==> config.mk <==
export PLATFORM = sky130hd
export DESIGN_NAME = fifo_stream_drain_flat
export DESIGN_NICKNAME = d
export VERILOG_FILES = /design/src/rtl/fifo_stream_drain_if.sv /design/src/rtl/fifo_stream_drain.sv /design/src/flat_wrapper.sv
export SDC_FILE = /design/constraint.sdc
export NUM_CORES = 1
export LEC_CHECK = 0
export CAP_MARGIN = 5
export CORE_ASPECT_RATIO = 0.6
export CORE_UTILIZATION = 39
export DETAILED_ROUTE_END_ITERATION = 16
export PLACE_DENSITY = 0.63
export REMOVE_ABC_BUFFERS = 1
export SETUP_SLACK_MARGIN = 0.1
export SYNTH_ARGS = -nofsm -noshare
export SYNTH_HDL_FRONTEND = slang
export SYNTH_SLANG_ARGS = --single-unit
export TNS_END_PERCENT = 10
==> constraint.sdc <==
create_clock -name clock -period 7.7 [get_ports clock]
set_input_delay 1.155 -clock clock [delete_from_list [all_inputs] [get_ports clock]]
set_output_delay 1.155 -clock clock [all_outputs]
set_load 0.02 [all_outputs]
==> src/rtl/fifo_stream_drain_if.sv <==
// rtl/fifo_stream_drain_if.sv - FIFO read port and output stream bundle for fifo_stream_drain
interface fifo_stream_drain_if #(
    parameter int DATA_WIDTH = 32
);
    logic [DATA_WIDTH-1:0] fifo_dout;
    logic                  fifo_empty;
    logic                  fifo_read_en;
    logic [DATA_WIDTH-1:0] m_data;
    logic                  m_valid;
    logic                  m_ready;

    // Drain stage side: pops the FIFO and sources the stream
    modport master (
        input  fifo_dout,
        input  fifo_empty,
        output fifo_read_en,
        output m_data,
        output m_valid,
        input  m_ready
    );

    // Environment side: the FIFO and the stream consumer
    modport slave (
        output fifo_dout,
        output fifo_empty,
        input  fifo_read_en,
        input  m_data,
        input  m_valid,
        output m_ready
    );
endinterface

==> src/rtl/fifo_stream_drain.sv <==
// rtl/fifo_stream_drain.sv - sync_fifo read-side drain to valid/ready stream with 3-entry buffer
module fifo_stream_drain #(
    parameter int DATA_WIDTH  = 32,
    parameter int COUNT_WIDTH = 16
) (
    input  logic                   clock,
    input  logic                   reset,
    input  logic                   enable,
    fifo_stream_drain_if.master    bus,
    output logic [COUNT_WIDTH-1:0] words_sent
);
    // Occupancy states; values 1 and 2 are the partial state
    localparam logic [1:0] OCC_EMPTY = 2'd0;
    localparam logic [1:0] OCC_FULL  = 2'd3;

    logic [1:0]            occ_q, occ_d;
    logic                  inflight_q;
    logic [1:0]            head_q, head_d;
    logic [1:0]            tail_idx;
    logic [DATA_WIDTH-1:0] slot_q [0:2];
    logic [COUNT_WIDTH-1:0] words_sent_q;
    logic [2:0]            committed;
    logic [2:0]            tail_sum;
    logic                  read_en;
    logic                  pop;

    // Read issue uses only registered state so m_ready never reaches fifo_read_en
    always_comb begin
        committed = {1'b0, occ_q} + {2'b0, inflight_q};
        read_en   = reset && enable && !bus.fifo_empty && (committed < {1'b0, OCC_FULL});
        pop       = (occ_q != OCC_EMPTY) && bus.m_ready;
    end

    // Circular buffer bookkeeping: landing slot sits just past the held words
    always_comb begin
        tail_sum = {1'b0, head_q} + {1'b0, occ_q};
        tail_idx = (tail_sum >= 3'd3) ? 2'(tail_sum - 3'd3) : tail_sum[1:0];
        head_d   = head_q;
        if (pop) begin
            head_d = (head_q == 2'd2) ? 2'd0 : head_q + 2'd1;
        end
        occ_d = occ_q + {1'b0, inflight_q} - {1'b0, pop};
    end

    // State update: land the in-flight word, retire the head, count transfers
    always_ff @(posedge clock) begin
        if (!reset) begin
            occ_q        <= OCC_EMPTY;
            inflight_q   <= 1'b0;
            head_q       <= 2'd0;
            words_sent_q <= '0;
            for (int i = 0; i < 3; i++) begin
                slot_q[i] <= '0;
            end
        end else begin
            occ_q      <= occ_d;
            inflight_q <= read_en;
            head_q     <= head_d;
            if (inflight_q) begin
                slot_q[tail_idx] <= bus.fifo_dout;
            end
            if (pop) begin
                words_sent_q <= words_sent_q + 1'b1;
            end
        end
    end

    assign bus.fifo_read_en = read_en;
    assign bus.m_valid      = (occ_q != OCC_EMPTY);
    assign bus.m_data       = slot_q[head_q];
    assign words_sent       = words_sent_q;
endmodule

==> src/flat_wrapper.sv <==
// flat-port wrapper written by rule: the top's interface ports become plain ports
module fifo_stream_drain_flat 
#(
    parameter int DATA_WIDTH  = 32,
    parameter int COUNT_WIDTH = 16
)
  (clock, reset, enable, words_sent, bus_fifo_dout, bus_fifo_empty, bus_fifo_read_en, bus_m_data, bus_m_valid, bus_m_ready);
  fifo_stream_drain_if #(.DATA_WIDTH(DATA_WIDTH)) bus_i ();
  input  logic clock;
  input  logic reset;
  input  logic enable;
  output logic [COUNT_WIDTH-1:0] words_sent;
  input wire logic [$bits(bus_i.fifo_dout)-1:0] bus_fifo_dout;
  input wire logic [$bits(bus_i.fifo_empty)-1:0] bus_fifo_empty;
  output wire logic [$bits(bus_i.fifo_read_en)-1:0] bus_fifo_read_en;
  output wire logic [$bits(bus_i.m_data)-1:0] bus_m_data;
  output wire logic [$bits(bus_i.m_valid)-1:0] bus_m_valid;
  input wire logic [$bits(bus_i.m_ready)-1:0] bus_m_ready;
  assign bus_i.fifo_dout = bus_fifo_dout;
  assign bus_i.fifo_empty = bus_fifo_empty;
  assign bus_fifo_read_en = bus_i.fifo_read_en;
  assign bus_m_data = bus_i.m_data;
  assign bus_m_valid = bus_i.m_valid;
  assign bus_i.m_ready = bus_m_ready;
  fifo_stream_drain #(.DATA_WIDTH(DATA_WIDTH), .COUNT_WIDTH(COUNT_WIDTH)) u_core (.clock(clock), .reset(reset), .enable(enable), .bus(bus_i), .words_sent(words_sent));
endmodule
**Word-level counts from Yosys, hierarchy flattened**

Memories as Yosys holds them, arrays and structs flattened. A register that Yosys moved wholly into a read port is not among the register bits.
Index checks and enable logic that the tools add are counted.

- Register bits after elaboration: 21
- RAM bits: 96
- Bits of input ports: 37
- Memories: 1

Memory list:

| memory | depth | width | rd ports | clocked after Yosys merged registers in | wr ports | RTL line | RTL |
|---|---|---|---|---|---|---|---|
| u_core.slot_q | 3 | 32 | 1 | 1 | 3 | fifo_stream_drain.sv:20 | `logic [DATA_WIDTH-1:0] slot_q [0:2];` |

- Add/subtract/negate cells: 7
- $lt $le $gt $ge: 2
- Eq/ne operators: 1
- Muxes and demuxes: 11
- Reductions and logical operators: 7

Operators with widths:

| operator | count |
|---|---|
| 32-bit two-way mux | 1 |
| 32-bit OR reduction | 1 |
| 16-bit by 1-bit adder with 16-bit output, second input constant | 1 |
| 2-bit two-way mux | 5 |
| 1-bit two-way mux | 5 |
| 1-bit logical AND | 4 |
| 2-bit by 1-bit adder with 3-bit output | 1 |
| 2-bit by 2-bit adder with 3-bit output | 1 |
| 3-bit by 2-bit >= comparator with 1-bit output, second input constant | 1 |
| 3-bit by 2-bit < comparator with 1-bit output, second input constant | 1 |
| 2-bit by 1-bit adder with 2-bit output | 1 |
| 2-bit by 1-bit adder with 2-bit output, second input constant | 1 |
| 2-bit == test, second input constant | 1 |
| 2-bit nonzero test | 1 |
| 2-bit by 1-bit subtractor with 2-bit output | 1 |
| 2-bit subtractor, second input constant | 1 |
| 1-bit zero test | 1 |

**Depth between registers and ports, before layout**

- Depth in word-level cells: 5
- Gate-level depth with buffers: 10

**Worst setup path after synthesis**

No wires, ideal clock.

- Kind: register -> register
- From: register u_core.occ_q[0]
- To: memory u_core.slot_q[3][0] (enable)
- Setup time: 0.513 ns
- Data arrival time: 4.726 ns
- Path slack: 2.461 ns
- Cell stages (with the launch flop): 7
- Clock period less this slack: 5.239 ns
- Cells stage by stage: dfxtp_1 ha_1 inv_1 fa_1 inv_1 ha_1 nor4b_1

RTL lines:

| item | RTL line | RTL |
|---|---|---|
| from (decl) | fifo_stream_drain.sv:16 | `logic [1:0] occ_q, occ_d;` |
| from (signal assigned) | fifo_stream_drain.sv:48 | `occ_q <= OCC_EMPTY;` |
| from (signal assigned) | fifo_stream_drain.sv:56 | `occ_q <= occ_d;` |
| to (decl) | fifo_stream_drain.sv:20 |  |

**Worst setup path in the final report**

- From: input port reset
- To: output port bus_fifo_read_en

- Word-level cells in the longest chain between the ends: 3

RTL lines:

| item | RTL line | RTL |
|---|---|---|
| from (decl) | flat_wrapper.sv:10 | `input logic reset;` |
| 1-bit logical AND (3 in series) | fifo_stream_drain.sv:30 | `read_en = reset && enable && !bus.fifo_empty && (committed < {1'b0, OCC_FULL});` |
| to (decl) | flat_wrapper.sv:15 | `output wire logic [$bits(bus_i.fifo_read_en)-1:0] bus_fifo_read_en;` |

Every way passes these cells.

==> impl_metrics.py <==
metrics = {
    "status": {
        "status": "complete, no violations",
    },
    "clocking": {
        "htreeDepth": 4,
        "ctsResizeCount": 0,
        "clk_path_buf_depth": 2,
        "cts_root_buf": "clkbuf_16",
        "cts_inserted_buffers": 17,
        "clkLatencyLatePin_ps": 410,
        "path_clk_slew_ps": 70,
        "hold_buffers": 0,
        "cts.sinks": 151,
        "post-cts-setup-buffer-count": 0,
        "cts_tree": "done",
    },
    "detailed_routing": {
        "drt_first_pass_iters": 4,
        "routedWlPerCell_um": 18.2,
        "wl_mm": 12.9,
        "ant_nets": 0,
        "via_count": 3586,
        "detail_route.iter0.violations": 215,
        "drcViolationCount": 0,
        "vias_per_cell": 5.05,
    },
    "final_layout": {
        "area_growth_syn_to_layout_pct": 26.1,
        "area.sequential_sq_mm": 0.00431,
        "final_util_pct": 51.4,
        "multi_input_area_sq_mm": 0.00201,
        "layout.nets": 539,
        "finalInstanceArea_sq_mm": 0.00806,
        "nFillCells": 1344,
        "diodes": 0,
        "drive_gt1_share_pct": 16.4,
    },
    "floorplanning": {
        "initial_core_util_pct": 40.8,
        "dieArea_sq_mm": 0.0169,
        "chipWidth_um": 167,
        "coreArea_sq_mm": 0.0157,
        "num_rows": 35,
        "ioPinCount": 87,
        "die_h_um": 101,
    },
    "logic_synthesis": {
        "yosys_warnings": 0,
        "async_flop_share_pct": 0,
        "synth_seq_cells": 151,
        "synthCells": 401,
        "synth_area_leaders": "edfxtp_1, mux4_2, and2_1",
        "avgSynthCellArea_sq_um": 15.9,
        "yosysTopAreaCell": "edfxtp_1",
        "synthFlopType": "edfxtp_1",
        "synth_top_area_share_pct": 60.1,
        "synth_edf_count": 128,
        "synth_seq_area_share_pct": 67.3,
        "syn-cell-area_sq_mm": 0.00639,
        "synth.distinct_cells": 40,
    },
    "placed_design": {
        "gp_congestion": 0.706,
        "portBuffers": 86,
        "placed_area_sq_mm": 0.00750,
        "dp_hpwl_mm": 7.69,
    },
    "sta": {
        "tightest_slew_ps": 974,
        "period_share_pct": 53.9,
        "holdWs_ps": 475,
        "max_slew_margin_pct": 35.1,
        "fin_crit_ps": 4150,
        "skew_ps": 17.1,
        "fmax_mhz": 241,
        "maxSlewViolCount": 0,
        "hold_violations": 0,
        "rsz0062_at_grt": "no",
        "setup_viol": 0,
        "fin_setup_tns_ps": 0,
    },
    "setup_path": {
        "regToRegEndpoint": "u_core.slot_q[0][28]",
        "rr_startpoint": "u_core.occ_q[0]",
        "critPathBufInv": 2,
        "path_delay_family": "buffers and inverters",
        "cpPeakStageDelay_ps": 680,
        "worstPathMaxFanout": 8,
        "slowest_stage": "clkdlybuf4s50_1",
        "end_kind": "primary output",
        "rrSetupSlack_ps": 3980,
        "crit_top_cell": "clkdlybuf4s50_1",
        "cp-start-kind": "input pin",
        "crit_type": "input pin to primary output",
        "required_ps": 6550,
        "crit_chain": "clkdlybuf4s50_1 > nand2_1 > a2111oi_0 > clkdlybuf4s50_1",
        "rr_worst_depth": 10,
        "arrival_ps": 3000,
    },
    "pwr": {
        "ir_worst_vdd_uv": 134,
        "power.density_mw_per_mm2": 268,
        "p_leak_nw": 2.82,
    },
    "min_path": {
        "hold_path_class": "register to register",
        "hold_start": "u_core.head_q[1]",
        "min_path_cells": 2,
    },
    "global_route": {
        "grt_pass1_vias": 3772,
        "antenna_found_initial": 1,
        "globalRouteTotalUtil_pct": 16.6,
        "grt_first_pass_wirelength_mm": 20.7,
        "grt_overflow": 0,
        "grt_max_degree": 34,
    },
    "run": {
        "cap_violations": 0,
    },
}
-- stage by stage --
| stage | cells | total power, mW | worst slack (ps) |
|---|---|---|---|
| 6_report | 710 | 2.16 | 3550 |
| 5_1_grt | 710 | 2.25 | 3450 |
| 4_1_cts | 710 | 2.18 | 3500 |
| 3_5_place_dp | 678 | 1.38 | 3530 |
| 3_3_place_gp | 678 | 1.37 | 3590 |
| 2_1_floorplan | 384 | 1.21 | 2460 |
-- registers in the layout, summed over array words and instances (netlist names), named ones only --
register	flops
u_core.head_q	2
u_core.slot_q	128
u_core.occ_q	2
u_core.inflight_q	1
u_core.words_sent	16
-- power by group --
part	total (mW)	internal, mW	switching [mW]
sequential	0.961	0.937	0.0239
combinational	0.396	0.197	0.199
clock	0.802	0.455	0.347
total	2.16	1.59	0.569
-- worst max-delay path by stage --
stage,start,end,slack [ps],cells past startpoint
after floorplan,u_core.occ_q[0],u_core.slot_q[3][0],2460,6
after global placement,reset,bus_fifo_read_en,3590,4
after detailed placement,reset,bus_fifo_read_en,3530,4
after CTS,reset,bus_fifo_read_en,3500,4
after global routing,reset,bus_fifo_read_en,3450,4
final,reset,bus_fifo_read_en,3550,4
-- per-layer routing --
layer	track usage [%]	share of wire [%]	vias up	routed length (um)
met1	23.5	49	1809	6310
met4	5.29	0.67	2	86
met2	25.1	45	93	5770
met3	4.38	5.5	9	711
met5	0	0.093	-	12
li1	-	-	1673	-
-- cell usage in the layout (no fill, tap or decap), types with 2 or more instances in the layout --
cell type        synthesis  layout
clkbuf_16                0      17
a2111oi_0                2       2
clkinvlp_4               0       2
nand3_1                  2       2
inv_6                    0       6
nor3_1                   3       3
inv_1                    7       7
nand2_1                 13      13
dfxtp_2                  0       2
nor2_1                  15      14
and3_1                   2       2
edfxtp_1               128     128
nor2_2                   1       2
and2_1                  98      98
inv_8                    0       2
mux4_2                  32      32
or3_1                    3       3
o21ai_0                  2       2
clkinv_2                 0       2
ha_1                     7       7
xnor2_1                  8       8
nor4_1                   2       2
dfxtp_1                 23      21
buf_4                    0       5
clkdlybuf4s50_1          0      86
xor2_1                   6       6
a21oi_1                  6       6
nand2b_2                 0       3
nand4_1                  4       4
-- worst reg2reg max path, delay by kind of cell, from the launching register on --
| family | cells | cell delay (ps) |
|---|---|---|
| AND/OR/NAND/NOR | 3 | 1190 |
| adder cells (fa/ha/maj) | 3 | 850 |
| buffers and inverters | 3 | 450 |
| flip-flops | 1 | 440 |
| multiplexers | 1 | 370 |
-- area by class of cell --
type	instances	area share, %
flip-flops and latches	151	53.4
multi-input cells	225	24.9
repair buffers	91	11.1
clock buffers	18	5.32
well taps	203	3.15
clock inverters	14	1.72
inverters	8	0.372
-- kinds of logic (layout without fill, tap and decap cells) --
family          count (synthesis)  count (layout)  synth area share (%)
compound gates                 15              15                  1.61
xor+xnor                       14              14                  1.92
fa+ha+maj                       8               8                  1.68
buf+inv                        25             131                  1.53
flops                         151             151                  67.3
mux                            33              33                  11.5
simple gates                  155             155                  14.5
-- synth_stat cells, types with 6 or more instances --
| library cell | instances |
|---|---|
| ha_1 | 7 |
| nand2_1 | 13 |
| dfxtp_1 | 23 |
| nor2_1 | 15 |
| inv_1 | 7 |
| xnor2_1 | 8 |
| mux4_2 | 32 |
| clkbuf_1 | 13 |
| edfxtp_1 | 128 |
| and2_1 | 98 |
| a21oi_1 | 6 |
| xor2_1 | 6 |
No activity file was read; power rests on OpenSTA's default activity.
